[src/rtl/countdown_timer.sv]
// Loadable, prescaled down-counter with start/busy/done handshake.
// Counts loaded value to zero, then flags done or reloads for periodic ticks.
module countdown_timer #(
  parameter int unsigned WIDTH    = 4,
  parameter int unsigned PRESCALE = 1
) (
  input  logic             clk,
  input  logic             rst,
  input  logic             load,
  input  logic [WIDTH-1:0] loadVal,
  input  logic             start,
  input  logic             pause,
  input  logic             reload_en,
  output logic [WIDTH-1:0] dout,
  output logic             busy,
  output logic             done,
  output logic             tc
);

  localparam int unsigned    PC_W    = $clog2(PRESCALE) + 1;
  localparam logic [PC_W-1:0] PC_LAST = PC_W'(PRESCALE - 1);

  typedef enum logic [1:0] {
    IDLE,
    RUN,
    PAUSED,
    DONE
  } state_t;

  state_t          state;
  logic [WIDTH-1:0] reload_reg;
  logic [PC_W-1:0]  pc;

  assign busy = (state == RUN) || (state == PAUSED);
  assign done = (state == DONE);

  always_ff @(posedge clk) begin
    if (rst) begin
      state      <= IDLE;
      dout       <= '0;
      reload_reg <= '0;
      pc         <= '0;
      tc         <= 1'b0;
    end else if (load) begin
      state      <= IDLE;
      dout       <= loadVal;
      reload_reg <= loadVal;
      pc         <= '0;
      tc         <= 1'b0;
    end else begin
      tc <= 1'b0;
      unique case (state)
        IDLE: begin
          if (start) begin
            if (dout != '0) begin
              state <= RUN;
              pc    <= '0;
            end else begin
              state <= DONE;
              tc    <= 1'b1;
            end
          end
        end

        RUN: begin
          if (pause) begin
            state <= PAUSED;
          end else if (pc == PC_LAST) begin
            pc <= '0;
            if (dout > WIDTH'(1)) begin
              dout <= dout - WIDTH'(1);
            end else begin
              // terminal step: reload_en is only looked at here
              tc <= 1'b1;
              if (reload_en) begin
                dout <= reload_reg;
              end else begin
                dout  <= '0;
                state <= DONE;
              end
            end
          end else begin
            pc <= pc + PC_W'(1);
          end
        end

        PAUSED: begin
          if (!pause) state <= RUN;
        end

        DONE: begin
          if (start) begin
            if (reload_reg != '0) begin
              dout  <= reload_reg;
              pc    <= '0;
              state <= RUN;
            end else begin
              tc <= 1'b1;
            end
          end
        end

        default: state <= IDLE;
      endcase
    end
  end

  // A running count is never zero; entering RUN always requires a nonzero source.
  always_ff @(posedge clk) begin
    if (!rst && state == RUN) begin
      assert (dout != '0);
      assert (reload_reg != '0);
    end
  end

endmodule

[config.mk]
export PLATFORM = sky130hd
export DESIGN_NAME = countdown_timer
export DESIGN_NICKNAME = d
export VERILOG_FILES = /design/src/rtl/countdown_timer.sv
export SDC_FILE = /design/constraint.sdc
export NUM_CORES = 1
export LEC_CHECK = 0
export CAP_MARGIN = 15
export CORE_MARGIN = 2
export CORE_UTILIZATION = 53
export DETAILED_ROUTE_END_ITERATION = 10
export GPL_ROUTABILITY_DRIVEN = 0
export PLACE_DENSITY = 0.83
export SLEW_MARGIN = 40
export SYNTH_ARGS = -nofsm -noshare
export SYNTH_HDL_FRONTEND = slang
export SYNTH_SLANG_ARGS = --single-unit
[constraint.sdc]
create_clock -name clk -period 2.7 [get_ports clk]
set_input_delay 0.27 -clock clk [delete_from_list [all_inputs] [get_ports clk]]
set_output_delay 0.27 -clock clk [all_outputs]
set_load 0.03 [all_outputs]
==> out/qor.csv, run 1 <==
metric;value;unit
status;complete, no violations;
Synthesis Warnings;0;
Worst Path Required;2430;ps
H-tree levels;1;
CP max stage cell;clkdlybuf4s50_1;
CTS tree;done;
clk_skew;2.64;ps
fin crit period;2150;ps
Mapped Area;803;µm²
Met3 Routed Length;96;µm
placed insts;117;
largest fanout on the critical path;12;
pin count of the biggest net entering global routing;19;
Max-cap violations;0;
hold_ws;506;ps
layout cells sized above 1;9.52;%
core area;1450;µm²
Mapped Nets;107;
final WL;1.73;mm
Levels on crit path;2;
clk root buf;clkbuf_4;
fin util;68.3;%
global-route wire length before repair;2.99;mm
vias per inst;6.11;
Max Slew Vio Count;0;
Post-DP Area;967;µm²
Yosys cell types;38;
DP Wirelength;1.32;mm
number of global-route vias before repair;683;
antenna fix cells;0;
clock buffer count from CTS;3;
Critical Setup Path Class;reg -> out;
CP Buf/Inv Count;1;
peak supply drop;356;µV
GR Overflow Total;0;
CP delay by family, top;buffers and inverters;
# DRC;0;
# fillers;113;
PnR Total Power;460;µW
Die Wd;42.9;µm
number of synthesized register bits;11;
Total Nets Final;124;
critical path startpoint category;register;
Synth Instances;89;
Die H;42.9;µm
clock sink count;11;
final instance area;993;µm²
Clk pin slew, worst setup/hold paths;70;ps
Critical Path AT;1880;ps
DIE AREA;1840;µm²
Reg2Reg Depth;6;
Pwr Density;463;nW/µm²
via count;739;
Detailed Route Iter0 Violations;24;
met2 wire length;771;µm
Hold-fix buffers, CTS;0;
Final setup viols;0;
Setup TNS;0;ps
initial antenna violation count;0;
num rows;14;
io pins;17;
Wirelength per Cell;14.3;µm
HP Class;reg -> reg;
Skew-Pair Late Insertion Delay;270;ps
clk buf depth;2;
RSZ-0062 raised after global routing;no;
crit path cell chain;ha_1 -> clkdlybuf4s50_1;
area of the multi-input gates;541;µm²
Post-synth EDFFs;0;
WHS Path Cells;2;
Final Hold Fails;0;
Setup crit end kind;primary output;
Fmax;0.466;GHz
Leak;0.370;nW
first-pass iteration count of the detailed router;4;
Setup Buffers After CTS;0;
met1 WL;825;µm
Slew headroom;56.0;%
Final WS setup;554;ps
Layout area overhead;23.7;%
Avg Inst Size Synth;9.03;µm²
post-cts sizing count;0;
initial core utilization;55.2;%
final non-filler cell total;121;
Seq. cell area;220;µm²
sequential-to-total area share from yosys stat;27.4;%
IO buf count;16;
CP peak stage delay;760;ps
Post-Place Worst Slack;742;ps
Total GRT Usage;21.8;%
post-route ant nets;0;
worst-margin pin slew;658;ps
main flop type after synthesis;dfxtp_1;
Synth async-reset ratio;0;%
max layer used;met4;
Tcrit/Tclk final;79.5;%
==> worst register-to-register path: cells and delay by family (launching register included) <==
kind / cells / cell delay (ps)
AOI/OAI and AO/OA: 3 / 790
DFF: 1 / 420
and+or+nand+nor: 1 / 290
buffers and inverters: 1 / 80
adders and majority gates: 1 / 260
==> synth_stat cells, types with 3 or more instances <==
cell type   n  area (µm²)
a21oi_1     4        20.0
mux2i_1     4        40.0
nor2b_1     3        18.8
inv_1       7        26.3
o41ai_1     3        26.3
a2111oi_1   4        40.0
nor2_1      8        30.0
nand2_1     4        15.0
dfxtp_1    11         220
ha_1        8         100
==> where the power goes <==
part / total [mW] / switching, mW / internal (mW)
combinational: 0.156 / 0.0831 / 0.0730
clock: 0.114 / 0.0564 / 0.0573
sequential: 0.191 / 0.0164 / 0.174
total: 0.460 / 0.156 / 0.304
==> per-layer routing <==
metal,vias up,global-route usage (%)
met4,0,12.1
li1,374,-
met1,335,26.9
met2,25,34.2
met5,-,0
met3,5,5.53
==> layout make-up <==
type,instances,area share (%)
Multi-Input combinational cell,67,54.4
Sequential cell,11,22.2
Timing Repair Buffer,16,16.1
Clock buffer,4,2.64
Inverter,7,2.64
Tap cell,16,2.02
==> path summary, 6_finish.rpt <==
check,start,endpoint,slack [ps]
setup / recovery,state[1],done,550
hold / removal,state[0],state[0],510
setup reg to reg,dout[0],dout[1],720
hold reg to reg,state[0],state[0],510
==> logic make-up (layout without fill, tap and decap cells) <==
logic type	after synthesis	count (layout)	share of synthesized area [%]
buf+inv	11	27	5.30
mux	4	4	4.98
compound gates	25	25	29.3
fa+ha+maj	8	8	12.5
flops	11	11	27.4
simple gates	30	30	20.6
==> cells in the final DEF, fill, tap and decap left out, types with 2 or more instances in the layout <==
cell / instances
clkbuf_4: 3
ha_1: 8
inv_1: 7
nand3_1: 2
nand2_1: 4
a2111oi_2: 2
clkdlybuf4s50_1: 16
nor3_1: 2
nor2_1: 8
dfxtp_1: 11
a211oi_1: 2
a21oi_1: 4
o41ai_1: 3
nor2b_1: 3
a2111oi_1: 4
mux2i_1: 4
Power figures use the tool's default switching activity.
==> run 2: changes to the inputs <==
CORE_UTILIZATION = 49   (was 53)
PLACE_DENSITY = 0.77   (was 0.83)
clock period = 2.19 ns   (was 2.7 ns; I/O delays follow)
==> run 2 against run 1 <==
Net effect: global-route usage fell by 1.3 points; final area rose by 0.76%; utilization fell by 2.6 points; highest routed layer unchanged.
==> out/qor.csv, run 2 (synthesized netlist as in run 1, its figures left out) <==
metric;value;unit
status;complete, no violations;
initial antenna violation count;0;
Final WS setup;107;ps
most common cell after layout, fill and taps aside;clkdlybuf4s50_1;
Max-cap violations;0;
Setup TNS;0;ps
GR Overflow Total;0;
antenna fix cells;0;
global-route wire length before repair;2.95;mm
io pins;17;
Total GRT Usage;20.5;%
Pwr Density;569;nW/µm²
Final setup viols;0;
Detailed Route Iter0 Violations;12;
Die Wd;44.5;µm
H-tree levels;1;
core area;1520;µm²
post-route ant nets;0;
Max Slew Vio Count;0;
initial core utilization;52.7;%
DP Wirelength;1.30;mm
post-cts sizing count;0;
vias per inst;5.95;
clk root buf;clkbuf_4;
num rows;14;
clock buffer count from CTS;3;
# fillers;140;
# DRC;0;
Slew headroom;63.6;%
final instance area;1000;µm²
Die H;44.5;µm
Setup Buffers After CTS;0;
critical path startpoint category;register;
most frequent cells in the layout;clkdlybuf4s50_1, dfxtp_1, nor2_1, ha_1, inv_1;
IO buf count;16;
Total Nets Final;125;
HP Class;reg -> reg;
placed insts;118;
Critical Path AT;1860;ps
Skew-Pair Late Insertion Delay;270;ps
RSZ-0062 raised after global routing;no;
Hold-fix buffers, CTS;0;
clk buf depth;2;
largest fanout on the critical path;12;
Clk pin slew, worst setup/hold paths;70;ps
Setup crit end kind;primary output;
clk_skew;0.530;ps
number of global-route vias before repair;663;
CTS tree;done;
final non-filler cell total;122;
Critical Setup Path Class;reg -> out;
DIE AREA;1980;µm²
Post-Place Worst Slack;223;ps
fin crit period;2080;ps
peak supply drop;380;µV
reg2reg setup slack;230;ps
via count;726;
first-pass iteration count of the detailed router;4;
Final Hold Fails;0;
Wirelength per Cell;13.7;µm
Fmax;0.480;GHz
layout cells sized above 1;10.4;%
Tcrit/Tclk final;95.1;%
worst-margin pin slew;545;ps
clock sink count;11;
Leak;0.375;nW
Worst Path Required;1970;ps
Layout area overhead;24.6;%
pin count of the biggest net entering global routing;19;
Post-DP Area;975;µm²
PnR Total Power;569;µW
final WL;1.67;mm
==> run 2: changes by cell type in the layout (fill, tap and decap cells not counted), sizes merged <==
cell  previous run  this run
buf              0         1
==> run 2: layer usage <==
metal,GRT usage (%),share of wire (%),vias to the layer above
met5,0,0,-
met4,7.27,0.84,0
met3,3.67,4.2,2
met2,31.0,44,21
met1,28.8,51,330
li1,-,-,373
==> run 2: cell type report <==
| type | count | area, µm² | area share [%] |
|---|---|---|---|
| timing repair buffer | 17 | 168 | 16.8 |
| tap | 16 | 20.0 | 2.00 |
| sequential | 11 | 220 | 22.0 |
| multi-input combinational | 67 | 541 | 54.0 |
| inverter | 7 | 26.3 | 2.63 |
| clock buffer | 4 | 26.3 | 2.63 |
==> run 2: worst max-delay path, cell delays in order, from the launching register on <==
cell and delay, ps:
dfxtp_1 390, ha_1 440, clkdlybuf4s50_1 760
==> run 2: where the power goes <==
group          internal [mW]  switching [mW]  total [mW]
clock network         0.0706          0.0696       0.140
logic                 0.0910           0.103       0.194
registers              0.215          0.0199       0.235
total                  0.376           0.193       0.569
==> run 2: stage by stage <==
stage	utilization [%]	hold slack (ps)
global placement	64.0	497
global route	65.7	559
floorplan	-	295
finish	65.7	529
CTS	65.7	528
detailed placement	64.0	518
==> run 2: final timing paths <==
check,from,to,depth (start not counted)
max,state[1],done,2
max reg2reg,dout[0],dout[0],6
min reg2reg,state[0],state[0],2
min,state[0],state[0],2
==> run 3: changes to the inputs <==
CORE_UTILIZATION = 53   (was 49)
PLACE_DENSITY = 0.83   (was 0.77)
clock period = 2.4 ns   (was 2.19 ns; I/O delays follow)
==> run 3 against run 2 <==
Net effect: sequential share of layout area increased by 0.17 points; first-iteration DRC count increased by 67%; register-to-register slack improved by 140 ps; non-clock buffer count decreased by 1; cell count decreased by 0.82%; final area decreased by 0.75%; clock power decreased by 6%; die area decreased by 6.9%; global-route usage increased by 3.0 points; critical path type unchanged.
==> out/qor.csv, run 3 (synthesized netlist as in run 1, its figures left out) <==
metric;value;unit
reg2reg start;dout[0];
post-cts sizing count;0;
RSZ-0062 raised after global routing;no;
Total GRT Usage;23.5;%
IO buf count;16;
Leak;0.370;nW
Die H;42.9;µm
largest fanout on the critical path;12;
Wirelength per Cell;15.3;µm
io pins;17;
Setup crit end kind;primary output;
H-tree levels;1;
Max-cap violations;0;
initial antenna violation count;0;
final WL;1.85;mm
DP Wirelength;1.41;mm
post-route ant nets;0;
Die Wd;42.9;µm
Critical Setup Path Class;reg -> out;
Total Nets Final;124;
GR Overflow Total;0;
Final setup viols;0;
Tcrit/Tclk final;88.8;%
CTS tree;done;
DIE AREA;1840;µm²
CP Launch Point;state[1];
initial core utilization;55.2;%
antenna fix cells;0;
num rows;14;
Fmax;0.469;GHz
HP Class;reg -> reg;
Slew headroom;53.2;%
Pwr Density;527;nW/µm²
Hold-fix buffers, CTS;0;
core area;1450;µm²
Skew-Pair Late Insertion Delay;280;ps
vias per inst;6.03;
clk_skew;8.98;ps
Max Slew Vio Count;0;
worst-margin pin slew;700;ps
peak supply drop;334;µV
hold_ws;507;ps
via count;730;
Critical Path AT;1890;ps
Setup Buffers After CTS;0;
Layout area overhead;23.7;%
clk buf depth;2;
layout cells sized above 1;9.52;%
HP Start;state[0];
most frequent cells in the layout;clkdlybuf4s50_1, dfxtp_1, nor2_1, ha_1, inv_1;
fin crit period;2130;ps
critical path startpoint category;register;
clk root buf;clkbuf_4;
pin count of the biggest net entering global routing;19;
Detailed Route Iter0 Violations;20;
# DRC;0;
first-pass iteration count of the detailed router;4;
global-route wire length before repair;3.17;mm
Setup TNS;0;ps
number of global-route vias before repair;739;
status;complete, no violations;
Clk pin slew, worst setup/hold paths;80;ps
Worst Path Required;2160;ps
clock buffer count from CTS;3;
most common cell after layout, fill and taps aside;clkdlybuf4s50_1;
clock sink count;11;
reg2reg setup slack;370;ps
Final Hold Fails;0;
-- run 3: power breakdown --
part	switching, mW	total, mW	internal [mW]
Clock	0.0663	0.131	0.0645
Sequential	0.0185	0.214	0.196
Combinational	0.0957	0.178	0.0822
-- run 3: area by class of cell --
cell class / count / area (µm²)
clock buffers: 4 / 26.3
fillers: 123 / 460
repair buffers: 16 / 160
well taps: 16 / 20.0
multi-input cells: 67 / 541
inverters: 7 / 26.3
flip-flops and latches: 11 / 220
-- run 3: final timing paths --
check | depth (start not counted) | end
max | 2 | done
min | 2 | state[0]
max reg2reg | 6 | dout[0]
min reg2reg | 2 | state[0]
-- run 3: metrics by stage --
stage                     area, µm²  util (%)  setup slack (ps)  cells  total power, mW
after floorplan                 803         -               378     89            0.336
after global placement          967      66.5               501    117            0.389
after detailed placement        967      66.5               379    117            0.395
after CTS                       993      68.3               273    121            0.527
after global routing            993      68.3               192    121            0.551
final                           993      68.3               270    121            0.523
-- run 3: metal layers --
metal | part of all wire (%) | global-route usage (%)
met5 | 0 | 0
met4 | 2.9 | 15.8
met3 | 5.0 | 5.11
met2 | 46 | 36.4
met1 | 46 | 28.8
-- run 3: worst max-delay path, stage by stage, from the launching register on --
cell and delay, ps:
dfxtp_1 400, ha_1 460, clkdlybuf4s50_1 760
